[src/rtl/uart_tx_serializer.sv]
// UART transmit serializer: pops bytes from the TX FIFO and shifts them out as
// start bit, LSB-first data, optional parity and one or two stop bits.
module uart_tx_serializer #(
  parameter int unsigned WIDTH        = 8,
  parameter int unsigned CLKS_PER_BIT = 868,
  parameter int unsigned PARITY_EN    = 0,
  parameter int unsigned PARITY_ODD   = 0,
  parameter int unsigned STOP_BITS    = 1
) (
  input  logic             clk,
  input  logic             rst,
  input  logic             tx_en,
  input  logic             fifo_empty,
  output logic             fifo_rd_en,
  input  logic [WIDTH-1:0] fifo_data,
  output logic             tx,
  output logic             busy,
  output logic             frame_done
);

  localparam int unsigned BAUD_W = (CLKS_PER_BIT > 1) ? $clog2(CLKS_PER_BIT) : 1;
  localparam int unsigned BIT_W  = $clog2(WIDTH + 1);

  localparam logic [BAUD_W-1:0] BAUD_LAST = BAUD_W'(CLKS_PER_BIT - 1);
  localparam logic [BIT_W-1:0]  DATA_LAST = BIT_W'(WIDTH - 1);
  localparam logic [BIT_W-1:0]  STOP_LAST = BIT_W'(STOP_BITS - 1);

  typedef enum logic [2:0] {
    S_IDLE,
    S_FETCH,
    S_LOAD,
    S_START,
    S_DATA,
    S_PARITY,
    S_STOP
  } state_e;

  state_e             state_q, state_d;
  logic [BAUD_W-1:0]  baud_q, baud_d;
  logic [BIT_W-1:0]   bit_q, bit_d;
  logic [WIDTH-1:0]   shift_q, shift_d;
  logic               par_q, par_d;
  logic               tx_q, tx_d;
  logic               rd_en_q, rd_en_d;
  logic               busy_q, busy_d;
  logic               done_q, done_d;
  logic               baud_last;

  assign fifo_rd_en = rd_en_q;
  assign tx         = tx_q;
  assign busy       = busy_q;
  assign frame_done = done_q;

  always_ff @(posedge clk) begin
    if (!rst) begin
      state_q <= S_IDLE;
      baud_q  <= '0;
      bit_q   <= '0;
      shift_q <= '0;
      par_q   <= 1'b0;
      tx_q    <= 1'b1;
      rd_en_q <= 1'b0;
      busy_q  <= 1'b0;
      done_q  <= 1'b0;
    end else begin
      state_q <= state_d;
      baud_q  <= baud_d;
      bit_q   <= bit_d;
      shift_q <= shift_d;
      par_q   <= par_d;
      tx_q    <= tx_d;
      rd_en_q <= rd_en_d;
      busy_q  <= busy_d;
      done_q  <= done_d;
    end
  end

  // Next-state and counter logic; outputs are then derived from the next state
  // so that the registered outputs line up with the state they describe.
  always_comb begin
    state_d   = state_q;
    baud_d    = baud_q;
    bit_d     = bit_q;
    shift_d   = shift_q;
    par_d     = par_q;
    baud_last = (baud_q == BAUD_LAST);

    case (state_q)
      S_IDLE: begin
        if (tx_en && !fifo_empty) state_d = S_FETCH;
      end
      S_FETCH: state_d = S_LOAD;
      S_LOAD: begin
        shift_d = fifo_data;
        par_d   = (^fifo_data) ^ 1'(PARITY_ODD);
        baud_d  = '0;
        bit_d   = '0;
        state_d = S_START;
      end
      S_START: begin
        if (baud_last) begin
          baud_d  = '0;
          state_d = S_DATA;
        end else begin
          baud_d = baud_q + BAUD_W'(1);
        end
      end
      S_DATA: begin
        if (baud_last) begin
          baud_d  = '0;
          shift_d = shift_q >> 1;
          if (bit_q == DATA_LAST) begin
            bit_d   = '0;
            state_d = (PARITY_EN != 0) ? S_PARITY : S_STOP;
          end else begin
            bit_d = bit_q + BIT_W'(1);
          end
        end else begin
          baud_d = baud_q + BAUD_W'(1);
        end
      end
      S_PARITY: begin
        if (baud_last) begin
          baud_d  = '0;
          bit_d   = '0;
          state_d = S_STOP;
        end else begin
          baud_d = baud_q + BAUD_W'(1);
        end
      end
      S_STOP: begin
        if (baud_last) begin
          baud_d = '0;
          if (bit_q == STOP_LAST) begin
            bit_d   = '0;
            state_d = S_IDLE;
          end else begin
            bit_d = bit_q + BIT_W'(1);
          end
        end else begin
          baud_d = baud_q + BAUD_W'(1);
        end
      end
      default: state_d = S_IDLE;
    endcase

    case (state_d)
      S_START:  tx_d = 1'b0;
      S_DATA:   tx_d = shift_d[0];
      S_PARITY: tx_d = par_d;
      default:  tx_d = 1'b1;
    endcase

    rd_en_d = (state_d == S_FETCH);
    busy_d  = (state_d != S_IDLE);
    done_d  = (state_d == S_STOP) && (baud_d == BAUD_LAST) && (bit_d == STOP_LAST);
  end

endmodule

[config.mk]
export PLATFORM = sky130hd
export DESIGN_NAME = uart_tx_serializer
export DESIGN_NICKNAME = d
export VERILOG_FILES = /design/src/rtl/uart_tx_serializer.sv
export SDC_FILE = /design/constraint.sdc
export NUM_CORES = 1
export LEC_CHECK = 0
export BUFFER_PORTS_ARGS = -buffer_cell sky130_fd_sc_hd__buf_2
export CORE_MARGIN = 3
export CORE_UTILIZATION = 40
export DETAILED_ROUTE_END_ITERATION = 12
export PLACE_DENSITY = 0.65
export SETUP_SLACK_MARGIN = 0.02
export SLEW_MARGIN = 30
export SYNTH_ARGS = -nofsm -noshare
export SYNTH_HDL_FRONTEND = slang
export SYNTH_SLANG_ARGS = --single-unit
[constraint.sdc]
create_clock -name clk -period 4.78 [get_ports clk]
set_input_delay 0.956 -clock clk [delete_from_list [all_inputs] [get_ports clk]]
set_output_delay 0.956 -clock clk [all_outputs]
set_load 0.02 [all_outputs]
==> impl_metrics.csv <==
group,metric,value,unit
status,status,"finished clean",
final_layout,num-fill-cells,512,
critical_path,path_max_fanout,15,
routing,ant_nets,0,
pwr,power_frac_seq,0.442,
critical_path,critPathLaunchType,"register",
die,dieArea,6260,µm²
synthesis,ys_types,67,
routing,dr.pass1.iters,4,
pwr,cellLeakagePower,0.808,nW
clock_network,cts_hold_buf,0,
sta,drv_slew,0,
die,dieHeight,79.1,µm
sta,fin_ws,2.12,ns
hold_path,hold_end,"shift_q[4]",
die,die_w,79.1,µm
clock_network,root_buffer,"clkbuf_8",
clock_network,cts.htree.levels,2,
critical_path,rr_endpoint,"tx",
placement,dp.cells,327,
critical_path,slowest_stage,"nor3_2",
hold_path,hold_depth,2,
synthesis,async_reset_ff_frac,0,
pwr,max-vdd-ir-drop,0.165,mV
routing,first_iter_violations,185,
routing,routedWlPerCell,16.6,µm
final_layout,drive_above_1_share,0.154,
pwr,intPower,464,µW
critical_path,ff2ff_setup_slack,2.12,ns
sta,setup-tns-final,0,ns
sta,setup_violations,0,
pwr,p_per_area,271,nW/µm²
clock_network,cts_setup_buffers,0,
critical_path,slowest_delay,0.57,ns
pwr,power_frac_comb,0.140,
synthesis,ys_seq_area_frac,0.281,
run,drv_cap,0,
synthesis,yosys_most_used_dff,"dfxtp_1",
final_layout,final_util,0.468,
sta,fin_skew,0.0142,ns
clock_network,cts_buffers,5,
final_layout,fin_nets,282,
synthesis,synth.top_cell.area_share,0.281,
synthesis,syn_area,2140,µm²
die,rows,25,
critical_path,worstPathCellList,"ha_1 > and4b_1 > nand3_2 > nor3_2 > a221oi_2 > o21a_1 > o2111ai_1",
pwr,p_switching,163,µW
placement,dp_hpwl,4020,µm
sta,max_freq,376,MHz
placement,numPortBuffers,15,
hold_path,hold_path_class,"register to register",
die,initial_core_util,0.433,
global_route,grt_usage,0.190,
sta,fin_crit_sh,0.557,
sta,rsz0062_at_grt,"false",
synthesis,syn_avg_cell_area,8.17,µm²
placement,gp_congestion,0.833,
synthesis,syn_nets,277,
clock_network,cts_tree,"yes",
critical_path,cp.arrival,2.86,ns
synthesis,yosys_register_bits,30,
synthesis,netlist_instances,262,
synthesis,yosys_warnings,0,
routing,routed_wirelength,5530,µm
die,core,4940,µm²
global_route,grt_pass1_vias,1893,
sta,maxSlewHeadroom,0.390,
global_route,grt_pass1_wl,9500,µm
routing,drc_errors,0,
routing,num_vias,2013,
global_route,grt_max_degree,29,
synthesis,synth-edff-count,0,
synthesis,synth_area_leaders,"dfxtp_1, nor2_1, nand2_1",
critical_path,crit_path_end_kind,"register",
hold_path,min-delay-start,"shift_q[4]",
global_route,grt_overflow_total,0,
sta,period_needed,2.66,ns
pwr,switching_share,0.260,
sta,hold_viol_final,0,
final_layout,stdcell_count,334,
final_layout,area_growth,8.13,%
final_layout,diodes,0,
clock_network,cts_resized,0,
critical_path,reg2reg_from,"baud_q[0]",
critical_path,ff2ff_path_depth,7,
synthesis,synth_area_leader_cell,"dfxtp_1",
sta,worstMarginPinSlew,0.914,ns
global_route,antenna_found_initial,0,
pwr,clockPowerShare,0.419,
critical_path,cp.required,4.98,ns
clock_network,cts.sinks,30,
clock_network,clk_pin_slew,0.07,ns
sta,holdWs,0.454,ns
clock_network,clk_latency,0.28,ns
critical_path,crit_type,"register to register",
die,num_io_pins,16,
routing,viasPerCell,6.03,
placement,place_ws,2.12,ns
clock_network,clockBufferDepth,2,
==> cell type report <==
cell class,count,area (µm²),share of cell area
clock buffers,6,82.6,0.0357
clock inverters,1,30.0,0.0130
inverters,8,30.0,0.0130
multi-input cells,206,1400,0.607
flip-flops and latches,30,601,0.260
well taps,67,83.8,0.0362
repair buffers,16,82.6,0.0357
==> Yosys cell counts (3+ instances only) <==
cell type,n
o22ai_1,3
buf_4,6
inv_1,8
a21oi_1,14
o21ai_0,12
nand3_1,7
nor2_1,26
a211oi_1,5
nand4b_1,3
ha_1,3
nand2b_1,5
nand2_1,20
nand3b_1,3
and2_1,8
xnor2_1,7
nand4_1,6
nor3_1,12
a22oi_1,6
o21a_1,3
and3_1,3
a31oi_1,4
dfxtp_1,30
buf_2,3
clkbuf_1,7
==> cells by family (layout without fill, tap and decap cells) <==
group / Yosys count / in the layout / synth area share
mux: 3 / 3 / 0.0146
flops: 30 / 30 / 0.281
fa+ha+maj: 3 / 3 / 0.0175
buf+inv: 26 / 31 / 0.0632
xor+xnor: 7 / 7 / 0.0287
simple gates: 117 / 117 / 0.327
compound gates: 76 / 76 / 0.268
==> power groups by stage <==
| stage | Combinational [mW] | Sequential (mW) | Clock, mW |
|---|---|---|---|
| 5_1_grt | 0.0955 | 0.279 | 0.281 |
| 3_3_place_gp | 0.0869 | 0.282 | 0 |
| 3_5_place_dp | 0.0875 | 0.282 | 0 |
| 2_1_floorplan | 0.0692 | 0.274 | 0 |
| 4_1_cts | 0.0879 | 0.277 | 0.266 |
| 6_report | 0.0876 | 0.277 | 0.262 |
==> registers in the layout (all words and copies together) (netlist names) <==
signal      count
frame_done      1
busy            1
shift_q         8
fifo_rd_en      1
state_q         3
tx              1
par_q           1
baud_q         10
bit_q           4
==> through the flow <==
stage          power [mW]  cell area, µm²
2_1_floorplan       0.344            2140
3_3_place_gp        0.369            2200
3_5_place_dp        0.370            2200
4_1_cts             0.630            2310
5_1_grt             0.656            2310
6_report            0.627            2310
==> worst max-delay path by stage <==
| stage | startpoint | to | slack (ns) |
|---|---|---|---|
| after floorplan | baud_q[0] | frame_done | 2.64 |
| after global placement | baud_q[0] | frame_done | 2.18 |
| after detailed placement | baud_q[0] | frame_done | 2.12 |
| after CTS | baud_q[0] | frame_done | 2.11 |
| after global routing | baud_q[0] | tx | 1.88 |
| final | baud_q[0] | tx | 2.12 |
==> cells in the final DEF (no fill, tap or decap), drive strengths merged, types with 3 or more instances in the layout <==
master / n
xnor2: 7
nand3b: 3
clkbuf: 6
nor2: 26
nand3: 8
nand4: 6
ha: 3
dfxtp: 30
nand4b: 3
and3: 5
nand2b: 5
nor4: 3
o22ai: 3
buf: 16
o21a: 3
a211oi: 5
nand2: 20
a21oi: 15
a31oi: 4
a22oi: 6
inv: 8
nor3: 14
o21ai: 13
and2: 8
==> critical path: cells and delay by family (launching register included) <==
kind	cells	cell delay, ns
compound gates	3	0.58
fa+ha+maj	1	0.30
flops	1	0.46
simple gates	3	1.24
==> metal layers <==
metal,share of wire,GRT usage
met5,0,0
met3,0.064,0.0556
met2,0.46,0.297
met1,0.46,0.256
met4,0.017,0.0498
Note: power is estimated with default switching activity, not from simulation.
